File: src/rtl/accel_pkg.sv
// Shared accelerator constants and types used by the vector port arbiter.
// Vector addresses are {unit_id, vector_index}: 2 + 4 bits.
package accel_pkg;

  localparam int VECTOR_WIDTH = 32;
  localparam int VEC_UNITS    = 4;
  localparam int VEC_IDX_W    = 4;

  typedef enum logic {
    IDLE = 1'b0,
    OWN  = 1'b1
  } arb_state_t;

  typedef logic [5:0] vec_addr_t;

endpackage

File: src/rtl/rr_pick.sv
// Combinational round-robin first-one finder.
// Searches req starting at ptr, wrapping modulo N. N must be a power of two.
module rr_pick
  import accel_pkg::*;
#(
  parameter int N = VEC_UNITS,
  parameter int W = $clog2(N)
) (
  input  logic [N-1:0] req,
  input  logic [W-1:0] ptr,
  output logic         found,
  output logic [W-1:0] idx
);

  logic [W-1:0] cand;

  // Walk the search order backwards so the nearest hit to ptr is the last write.
  always_comb begin
    found = 1'b0;
    idx   = '0;
    cand  = '0;
    for (int k = N - 1; k >= 0; k--) begin
      cand = ptr + W'(k);
      if (req[cand]) begin
        found = 1'b1;
        idx   = cand;
      end
    end
  end

endmodule

File: src/rtl/vector_port_arbiter.sv
// Round-robin arbiter sharing memory port A between NUM_REQ requesters,
// granting bounded bursts and routing the 1-cycle registered response back.
module vector_port_arbiter
  import accel_pkg::*;
#(
  parameter int NUM_REQ      = VEC_UNITS,
  parameter int IDX_W        = VEC_IDX_W,
  parameter int BURST_MAX    = 4,
  parameter int VECTOR_WIDTH = accel_pkg::VECTOR_WIDTH,
  parameter int UID_W        = $clog2(NUM_REQ)
) (
  input  logic                                 clk,
  input  logic                                 rst_n,
  input  logic [NUM_REQ-1:0]                   req_valid,
  output logic [NUM_REQ-1:0]                   req_ready,
  input  logic [NUM_REQ-1:0]                   req_we,
  input  logic [NUM_REQ-1:0][IDX_W-1:0]        req_idx,
  input  logic [NUM_REQ-1:0][VECTOR_WIDTH-1:0] req_wdata,
  output logic [NUM_REQ-1:0]                   rsp_valid,
  output logic [VECTOR_WIDTH-1:0]              rsp_data,
  output logic                                 rsp_err,
  output vec_addr_t                            mem_addr_a,
  output logic                                 mem_we_a,
  output logic [VECTOR_WIDTH-1:0]              mem_data_in_a,
  input  logic [VECTOR_WIDTH-1:0]              mem_data_out_a,
  input  logic                                 mem_err_a,
  output logic [UID_W-1:0]                     grant_id,
  output logic                                 busy
);

  arb_state_t       state;
  logic [UID_W-1:0] owner;
  logic [UID_W-1:0] rr_ptr;
  logic [UID_W-1:0] rsp_owner;
  logic [UID_W-1:0] next_ptr;
  logic [UID_W-1:0] pick_idx;
  logic [3:0]       beat_cnt;
  logic             rsp_pend;
  logic             pick_found;
  logic             own;
  logic             owner_valid;
  logic             beat;
  logic             cap_hit;

  rr_pick #(
    .N (NUM_REQ),
    .W (UID_W)
  ) u_rr_pick (
    .req   (req_valid),
    .ptr   (rr_ptr),
    .found (pick_found),
    .idx   (pick_idx)
  );

  assign own         = (state == OWN);
  assign owner_valid = req_valid[owner];
  assign beat        = own & owner_valid;
  assign cap_hit     = (beat_cnt == 4'(BURST_MAX - 1));
  assign next_ptr    = (owner == UID_W'(NUM_REQ - 1)) ? '0 : owner + 1'b1;

  always_comb begin
    req_ready = '0;
    if (own) req_ready[owner] = 1'b1;
  end

  always_comb begin
    rsp_valid = '0;
    if (rsp_pend) rsp_valid[rsp_owner] = 1'b1;
  end

  // The index lane is masked when no beat is offered so the address idles at {owner, 0}.
  assign mem_addr_a    = {owner, (beat ? req_idx[owner] : {IDX_W{1'b0}})};
  assign mem_we_a      = beat & req_we[owner];
  assign mem_data_in_a = own ? req_wdata[owner] : '0;

  assign rsp_data = mem_data_out_a;
  assign rsp_err  = mem_err_a;
  assign busy     = own;
  assign grant_id = owner;

  always_ff @(posedge clk or negedge rst_n) begin
    if (!rst_n) begin
      state     <= IDLE;
      owner     <= '0;
      rr_ptr    <= '0;
      beat_cnt  <= '0;
      rsp_pend  <= 1'b0;
      rsp_owner <= '0;
    end else begin
      rsp_pend <= beat;
      if (beat) rsp_owner <= owner;
      case (state)
        IDLE: begin
          if (pick_found) begin
            owner    <= pick_idx;
            beat_cnt <= '0;
            state    <= OWN;
          end
        end
        OWN: begin
          if (!owner_valid) begin
            state  <= IDLE;
            rr_ptr <= next_ptr;
          end else begin
            beat_cnt <= beat_cnt + 4'd1;
            // The cap beat itself is accepted; rotation happens right after it.
            if (cap_hit) begin
              state  <= IDLE;
              rr_ptr <= next_ptr;
            end
          end
        end
        default: state <= IDLE;
      endcase
    end
  end

endmodule

File: config.mk
export PLATFORM = sky130hd
export DESIGN_NAME = vector_port_arbiter
export DESIGN_NICKNAME = d
export VERILOG_FILES = /design/src/rtl/accel_pkg.sv /design/src/rtl/rr_pick.sv /design/src/rtl/vector_port_arbiter.sv
export SDC_FILE = /design/constraint.sdc
export NUM_CORES = 1
export LEC_CHECK = 0
export BUFFER_PORTS_ARGS = -buffer_cell sky130_fd_sc_hd__buf_2
export CAP_MARGIN = 20
export CORE_AREA = 5 5 101 103
export CTS_CLUSTER_DIAMETER = 120
export CTS_CLUSTER_SIZE = 28
export DETAILED_ROUTE_END_ITERATION = 12
export DIE_AREA = 0 0 106 108
export PLACE_DENSITY = 0.71
export SKIP_CTS_REPAIR_TIMING = 1
export SYNTH_ARGS = -nofsm -noshare
export SYNTH_HDL_FRONTEND = slang
export SYNTH_SLANG_ARGS = --single-unit
File: constraint.sdc
create_clock -name clk -period 1.6 [get_ports clk]
set_input_delay 0.08 -clock clk [delete_from_list [all_inputs] [get_ports clk]]
set_output_delay 0.08 -clock clk [all_outputs]
set_load 0.03 [all_outputs]
==> flow_metrics.py <==
metrics = {
    "die": {
        "core_area_um2": 9110,
        "dieArea_um2": 11400,
        "die_h_um": 108,
        "fp.dieW_um": 106,
        "num_io_pins": 270,
        "rows": 35,
        "start_util_pct": 23.3,
    },
    "placed_design": {
        "place_hpwl_um": 8160,
        "gp_congestion": 0.811,
        "placed_cell_area_um2": 3180,
        "io_buffers": 203,
        "place_inst": 470,
    },
    "drt": {
        "vias_per_cell": 4.86,
        "routedWlPerCell_um": 20.3,
        "drtAntennaViolNets": 0,
        "first_pass_iters": 4,
        "route.detailed.drc": 0,
        "drt-initial-drc-count": 148,
        "routed_wl_um": 9790,
        "num_vias": 2346,
    },
    "global_routing": {
        "grt_overflow": 0,
        "antenna_found_initial": 1,
        "grt_usage_pct": 14.7,
        "grt_pass1_vias": 2404,
        "grt_pass1_wl_um": 13200,
        "grt_max_degree": 44,
    },
    "worst_hold_path": {
        "hold_start": "mem_data_out_a[11]",
        "min_path_cells": 0,
        "hold_path_end": "rsp_data[11]",
        "min_path_type": "in -> out",
    },
    "clock_network": {
        "cts_root_buffer": "clkbuf_8",
        "clock_path_buffers": 2,
        "clk_pin_slew_ps": 50,
        "cts_tree": "yes",
        "cts.sinks": 12,
        "h-tree-depth": 1,
        "cts_made_buffers": 3,
        "clk_latency_ps": 240,
    },
    "cells_and_area": {
        "fin_area_um2": 3430,
        "area_growth_pct": 61.5,
        "antennaDiodeCount": 0,
        "final_cell_count_no_fill": 483,
        "layout_common_cells": "buf_2, mux4_2, and2_4",
        "layout_commonest_cell": "buf_2",
        "final_net_count": 565,
        "drive_above_1_share_pct": 83.6,
    },
    "critical_path": {
        "r2r_slack_ps": -80,
        "crit_fanout": 5,
        "cp-end-kind": "primary output",
        "reg2reg_from": "grant_id[0]",
        "start_kind": "register",
        "critPathKind": "reg -> out",
        "reg2reg_to": "rr_ptr[1]",
        "cpPeakStageDelay_ps": 500,
        "path_cells": "buf_4, clkbuf_16, mux4_2, and2_4, buf_2",
        "cp_slowest_cell": "mux4_2",
        "worst_ep_required_time_ps": 1520,
        "cp.arrival_ps": 1770,
        "ff2ff_path_depth": 6,
    },
    "sta": {
        "fin_crit_ps": 1850,
        "rsz0062_at_grt": "true",
        "worst_pin_slew_ps": 321,
        "relSlewSlack_pct": 78.3,
        "finalHoldViolations": 0,
        "setup_viol": 45,
        "layout_setup_ws_ps": -251,
        "fin_crit_sh_pct": 116,
        "skew_ps": 0.706,
        "max_freq_ghz": 0.540,
        "drv_slew": 0,
    },
    "outcome": {
        "violations": "negative setup slack",
        "outcome": "complete, but fails checks",
    },
    "synth": {
        "synth.area.top_cells": "mux4_2, dfrtp_1, buf_4",
        "netlist_area_um2": 2120,
        "syn_nets": 389,
        "yosys.area_share.simple_pct": 18.9,
        "syn_area_per_cell_um2": 10.8,
        "ys.warnings.count": 0,
        "synth_seq_area_share_pct": 14.2,
        "synth_top_area_cell": "mux4_2",
        "ys_types": 34,
        "synth_top_family_by_area": "multiplexers",
        "synth_seq_cells": 12,
        "yosys.area_share.xor_xnor_pct": 0.825,
        "muxShareOfSynthArea_pct": 42.3,
        "yosys.area_share.adder_pct": 2.95,
        "syn_inst": 197,
        "yosysTopAreaCellShare_pct": 40.3,
        "synth_compound_gate_area_share_pct": 3.89,
    },
    "pwr": {
        "p_per_area_nw_per_um2": 1960,
        "leakage_nw": 1.75,
        "vdd_drop_max_mv": 0.679,
    },
    "run": {
        "cap_viol_max_count": 0,
    },
}
==> cells in the mapped netlist <==
library cell and number:
inv_2 2, buf_6 1, o211ai_1 1, nor2b_1 1, xor2_1 1, a22o_1 2
or2_1 1, nor3b_1 2, buf_4 38, and3_1 6, clkbuf_1 7, dfrtp_1 12
nand3_1 1, ha_1 5, buf_2 3, o21a_1 1, nor2_1 4, and3b_1 1
nand4_2 1, nand2_1 10, o21ai_1 4, mux2i_1 2, o41ai_1 1, mux4_2 38
mux2_1 2, inv_1 2, xnor2_1 1, nand2b_1 2, a21oi_1 3, nand2_2 1
o22ai_1 1, and2_1 37, buf_1 2, nor4_1 1
==> how the worst max path moves through the flow <==
stage          slack, ps           endpoint   startpoint
2_1_floorplan        -90          rr_ptr[0]  grant_id[1]
3_3_place_gp          30          rr_ptr[1]  grant_id[0]
3_5_place_dp         0.6          rr_ptr[1]  grant_id[0]
4_1_cts             -260  mem_data_in_a[11]  grant_id[0]
5_1_grt             -310   mem_data_in_a[3]  grant_id[0]
6_report            -250   mem_data_in_a[8]  grant_id[0]
==> registers in the layout (all words and copies together) (netlist names) <==
name and count:
rsp_pend 1, rsp_owner 2, busy 1, beat_cnt 4, rr_ptr 2, grant_id 2
==> power breakdown <==
part           internal (mW)  switching, mW  leakage [nW]
Sequential             0.433          0.199         0.148
Clock                  0.217          0.113        0.0288
Combinational           2.83           2.92          1.58
==> critical path, delay by kind of cell, from the launching register on <==
family | cells | cell delay (ps)
DFF | 1 | 410
and+or+nand+nor | 1 | 170
muxes | 1 | 500
buffers and inverters | 3 | 450
==> cells by family (layout without fill, tap and decap cells) <==
kind of cell,count (synthesis),after routing
buffers and inverters,55,230
adders and majority gates,5,5
AOI/OAI and AO/OA,13,13
and+or+nand+nor,68,68
DFF,12,12
muxes,42,42
xor gates and xnor gates,2,2
==> cell type report <==
cell class	instances	area, um^2
Tap cell	111	139
Clock buffer	4	55.1
Multi-Input combinational cell	130	1590
Sequential cell	12	304
Timing Repair Buffer	222	1320
Inverter	4	17.5
Fill cell	912	5680
==> layer usage <==
| layer | up-vias | GRT usage (%) | part of all wire (%) |
|---|---|---|---|
| met4 | 2 | 2.59 | 0.49 |
| met1 | 1153 | 17.0 | 36 |
| met3 | 8 | 5.49 | 11 |
| li1 | 1045 | - | - |
| met5 | - | 0 | 0.13 |
| met2 | 138 | 26.3 | 52 |
==> stage by stage <==
stage,hold slack (ps),setup WS [ps],TNS (ps),power (mW),utilization [%]
floorplan,-216,-85.8,-274,4.89,-
global placement,-24.3,33.1,0,5.82,34.9
detailed placement,-20.5,0.635,0,5.92,34.9
CTS,-274,-257,-8330,6.27,35.5
global route,160,-315,-11790,7.13,37.6
finish,160,-251,-8520,6.71,37.6
(Power assumes the default switching activity.)
